`src/rtl/div_unit.sv`:
```
// div_unit -- iterative RV32M divider (DIV, DIVU, REM, REMU) for the execute stage.
// It uses radix-2 restoring division: one quotient bit per cycle, 32 RUN cycles.
// The two RV32M corner cases (divide by zero and signed overflow) skip RUN.
// Their result is registered directly in the start cycle.
//
// Ports:
//   clk        rising-edge clock
//   rst        synchronous, active-high reset
//   StartE     divide-class instruction present in E
//   DivOpE     00 DIV, 01 DIVU, 10 REM, 11 REMU
//   SrcAE      dividend (post-forwarding)
//   SrcBE      divisor (post-forwarding)
//   FlushE     abort current operation
//   DivStallE  stall request to hazard logic
//   DoneE      ResultE valid this cycle (one-cycle pulse)
//   ResultE    quotient or remainder, held until the next completion or reset
module div_unit (
  input  logic        clk,
  input  logic        rst,
  input  logic        StartE,
  input  logic [1:0]  DivOpE,
  input  logic [31:0] SrcAE,
  input  logic [31:0] SrcBE,
  input  logic        FlushE,
  output logic        DivStallE,
  output logic        DoneE,
  output logic [31:0] ResultE
);

  typedef enum logic [1:0] {IDLE, RUN, DONE} state_t;

  // Context latched at start. After the start cycle the unit never looks at
  // the E-stage operands again.
  typedef struct packed {
    logic [1:0] op;
    logic       qsign;
    logic       rsign;
  } div_ctx_t;

  state_t      state, state_nxt;
  div_ctx_t    ctx;
  logic [31:0] quo, rem, dvsr;
  logic [4:0]  cnt;

  // ---- start-cycle decode ----
  logic        sgn_op, div0, ovf, special, accept;
  logic [31:0] a_abs, b_abs, spec_res;

  always_comb begin
    sgn_op   = ~DivOpE[0];
    a_abs    = (sgn_op && SrcAE[31]) ? -SrcAE : SrcAE;
    b_abs    = (sgn_op && SrcBE[31]) ? -SrcBE : SrcBE;
    div0     = (SrcBE == 32'h0);
    ovf      = sgn_op && (SrcAE == 32'h8000_0000) && (SrcBE == 32'hFFFF_FFFF);
    special  = div0 | ovf;
    if (div0) spec_res = DivOpE[1] ? SrcAE : 32'hFFFF_FFFF;
    else      spec_res = DivOpE[1] ? 32'h0 : 32'h8000_0000;
    accept   = (state == IDLE) && StartE && !FlushE;
  end

  // ---- one restoring step ----
  // The shifted partial remainder can reach 33 bits, so the compare uses 33 bits.
  // When the subtraction is kept, the true difference is below the divisor.
  // Its low 32 bits are therefore exact.
  logic [32:0] shl;
  logic [31:0] diff, rem_nxt, quo_nxt, fin_rem, fin_quo, fin;
  logic        take, last;

  always_comb begin
    shl     = {rem, quo[31]};
    take    = (shl >= {1'b0, dvsr});
    diff    = shl[31:0] - dvsr;
    rem_nxt = take ? diff : shl[31:0];
    quo_nxt = {quo[30:0], take};
    fin_rem = ctx.rsign ? -rem_nxt : rem_nxt;
    fin_quo = ctx.qsign ? -quo_nxt : quo_nxt;
    fin     = ctx.op[1] ? fin_rem : fin_quo;
    last    = (cnt == 5'd31);
  end

  // ---- FSM ----
  always_ff @(posedge clk) begin
    if (rst) state <= IDLE;
    else     state <= state_nxt;
  end

  always_comb begin
    state_nxt = state;
    DivStallE = 1'b0;
    DoneE     = 1'b0;
    case (state)
      IDLE: begin
        DivStallE = StartE;
        if (StartE && !FlushE) state_nxt = special ? DONE : RUN;
      end
      RUN: begin
        DivStallE = 1'b1;
        if (FlushE)    state_nxt = IDLE;
        else if (last) state_nxt = DONE;
      end
      DONE: begin
        // StartE here still belongs to the completing instruction.
        DoneE     = !FlushE;
        state_nxt = IDLE;
      end
      default: state_nxt = IDLE;
    endcase
    if (rst) begin
      state_nxt = IDLE;
      DivStallE = 1'b0;
      DoneE     = 1'b0;
    end
  end

  // ---- datapath ----
  always_ff @(posedge clk) begin
    if (rst) begin
      ctx     <= '0;
      quo     <= '0;
      rem     <= '0;
      dvsr    <= '0;
      cnt     <= '0;
      ResultE <= '0;
    end else if (accept) begin
      ctx.op    <= DivOpE;
      ctx.qsign <= sgn_op & (SrcAE[31] ^ SrcBE[31]);
      ctx.rsign <= sgn_op & SrcAE[31];
      quo       <= a_abs;
      dvsr      <= b_abs;
      rem       <= '0;
      cnt       <= '0;
      if (special) ResultE <= spec_res;
    end else if (state == RUN && !FlushE) begin
      rem <= rem_nxt;
      quo <= quo_nxt;
      cnt <= cnt + 5'd1;
      if (last) ResultE <= fin;
    end
  end

endmodule

```
`config.mk`:
```
export PLATFORM = sky130hd
export DESIGN_NAME = div_unit
export DESIGN_NICKNAME = d
export VERILOG_FILES = /design/src/rtl/div_unit.sv
export SDC_FILE = /design/constraint.sdc
export NUM_CORES = 1
export LEC_CHECK = 0
export CAP_MARGIN = 25
export CORE_UTILIZATION = 45
export CTS_BUF_LIST = sky130_fd_sc_hd__clkbuf_4 sky130_fd_sc_hd__clkbuf_8 sky130_fd_sc_hd__clkbuf_16
export DETAILED_ROUTE_END_ITERATION = 16
export PLACE_DENSITY = 0.7
export SLEW_MARGIN = 20
export SYNTH_ARGS = -nofsm -noshare
export SYNTH_HDL_FRONTEND = slang
export SYNTH_SLANG_ARGS = --single-unit
```
`constraint.sdc`:
```
create_clock -name clk -period 12.3 [get_ports clk]
set_input_delay 1.23 -clock clk [delete_from_list [all_inputs] [get_ports clk]]
set_output_delay 1.23 -clock clk [all_outputs]
set_load 0.03 [all_outputs]
```
==> impl_metrics.json <==
{
  "fmax_ghz": 0.180,
  "vdd_drop_max_mv": 0.0787,
  "seqCellArea_um2": 2760,
  "die_width_um": 160,
  "startpoint_type": "register",
  "r2r-start": "rem[9]",
  "endpoint": "ResultE[30]",
  "nets": 1702,
  "multi_input_area_um2": 7830,
  "cp_data_arrival_time_ps": 5910,
  "portBuffers": 103,
  "finalInstanceArea_um2": 13000,
  "setup_viol": 0,
  "critPathMaxFanout": 52,
  "firstDrtPassIters": 5,
  "syn-num-nets": 1666,
  "vias_per_cell": 6.22,
  "tightest_slew_ps": 971,
  "fin_setup_tns_ps": 0,
  "worst_r2r_endpoint": "ResultE[30]",
  "p_int_mw": 0.935,
  "fp.dieArea_um2": 25600,
  "core-area_um2": 24400,
  "ys.flop_type": "dfxtp_1",
  "synthArstFlopShare_pct": 0,
  "post-route-period-util_pct": 45.1,
  "leakagePower_nw": 4.59,
  "dp_hpwl_um": 27400,
  "layout-drive-gt1-share_pct": 5.55,
  "post_cts_buffers": 0,
  "clockBufferDepth": 2,
  "drc": 0,
  "cts_tree": "built",
  "ff2ff_path_depth": 16,
  "place_ws_ps": 6940,
  "row_count": 57,
  "hold_ws_ps": 458,
  "hold_start": "ResultE[5]",
  "grt_pass1_vias": 10900,
  "ctsResizeCount": 0,
  "mostFrequentLayoutCells": "194 x nor2_1, 185 x nand2_1, 138 x dfxtp_1",
  "required_ps": 12670,
  "grt_usage_pct": 28.6,
  "wl_per_cell_um": 19.2,
  "vias": 12000,
  "slew_headroom_pct": 35.3,
  "path_class": "register to register",
  "synth.avg_cell_area_um2": 7.23,
  "ys_warn_count": 0,
  "maxCapViolations": 0,
  "netlist_instances": 1556,
  "cts_sinks": 138,
  "stdcell_count": 1929,
  "power.density_nw_per_um2": 118,
  "placed_cells": 1897,
  "grt.overflow.total": 0,
  "grt_pass1_wl_um": 58900,
  "fill_cells": 2436,
  "ys_ff_latch": 138,
  "utilization_pct": 53.1,
  "pwr-share-comb_pct": 34.9,
  "root_buffer": "clkbuf_16",
  "switching_share_pct": 39.0,
  "die_height_um": 160,
  "period_minus_slack_ps": 5550,
  "synthesis.area_um2": 11300,
  "n_antenna_cell": 0,
  "place_congestion": 0.942,
  "pwr-share-clk_pct": 33.1,
  "rsz0062_at_grt": "no",
  "drtIter0Drc": 1165,
  "ys_seq_area_share_pct": 24.5,
  "antenna_found_initial": 0,
  "cts_buffers": 17,
  "finalClockSkew_ps": 16.2,
  "grt_max_degree": 90,
  "timing.critical_path.from": "rem[9]",
  "total_power_mw": 1.53,
  "power.switching_mw": 0.597,
  "hold_viol": 0,
  "status": "finished clean",
  "hp-class": "register to register",
  "final-max-slew-violation-count": 0,
  "insertion_delay_ps": 440,
  "final_common_cell": "nor2_1",
  "routed_wl_um": 37000,
  "power.share.sequential_pct": 32.0,
  "path_clk_slew_ps": 70,
  "syn_to_final_growth_pct": 15.2,
  "io_pins": 104,
  "setup_ws_ps": 6750,
  "synth_enable_flop_cells": 0,
  "dpl_cell_area_um2": 12400,
  "rrSetupSlack_ps": 6750,
  "final_antenna_net_count": 0,
  "synth_cell_types": 82,
  "start_util_pct": 46.1,
  "crit_path_end_kind": "register",
  "hold_buffers": 0,
  "cts_max_level": 4
}
[worst min path at each step]
stage / end / slack, ps / cells after the start
finish: ResultE[5] / 460 / 2
global route: ResultE[0] / 470 / 2
CTS: dvsr[31] / 460 / 2
detailed placement: ResultE[0] / 450 / 2
global placement: ResultE[9] / 440 / 2
floorplan: dvsr[31] / 430 / 2
[logic make-up (layout without fill, tap and decap cells)]
kind of cell	Yosys count	after routing	synth area share, %
compound gates	468	468	28.2
buf+inv	167	216	5.94
fa+ha+maj	40	40	4.51
mux	26	26	2.37
flops	138	138	24.5
simple gates	589	589	24.5
xor+xnor	128	128	9.96
[power by group through the flow]
stage	Combinational (mW)	Clock [mW]	Sequential, mW
5_1_grt	0.581	0.529	0.492
4_1_cts	0.524	0.511	0.489
3_5_place_dp	0.521	0	0.499
3_3_place_gp	0.517	0	0.498
2_1_floorplan	0.382	0	0.490
6_report	0.534	0.508	0.490
[synthesized netlist by cell type (all sizes together) (19+ instances only)]
master	count	area share, %
mux2i	21	1.9
nor2	194	6.5
o31ai	27	1.8
buf	27	1.3
a211oi	65	4.3
nand4	26	1.5
a21oi	108	4.9
nand3	26	1.2
nor3	44	2.0
a311oi	40	3.1
inv	63	2.1
nand2	185	6.2
or4	19	1.4
ha	39	4.3
xnor2	65	5.1
clkbuf	77	2.6
xor2	63	4.9
dfxtp	138	25
o21ai	104	4.6
[cell type report]
cell class | count | area share, %
clock buffer | 18 | 3.39
timing repair buffer | 121 | 8.96
multi-input combinational | 1251 | 60.4
inverter | 63 | 1.82
tap | 324 | 3.13
sequential | 138 | 21.3
clock inverter | 14 | 0.965
[per-layer routing]
metal / part of all wire [%] / wire (um) / global-route usage [%]
met3: 7.4 / 2750 / 4.03
met5: 0 / 0 / 0
met2: 45 / 16700 / 44.8
met4: 2.6 / 969 / 9.65
met1: 45 / 16600 / 40.1
[flip-flops by register name, indices dropped and copies added, names as in the netlist]
register  flops
state         2
quo          32
dvsr         32
cnt           5
ResultE      32
ctx           3
rem          32
[critical path: stages, from the launching register on]
cell and delay [ps]:
dfxtp_1 350, ha_1 540, nand4_1 280, nor4_1 410, nand3_1 130, a21oi_1 210, or3_2 150, buf_4 520
mux2i_1 370, ha_1 350, nand2_1 130, a2111oi_2 310, o22ai_1 260, or3_4 400, or4_4 540, a2111o_1 420
nand3_1 80
Power figures use the tool's default switching activity.
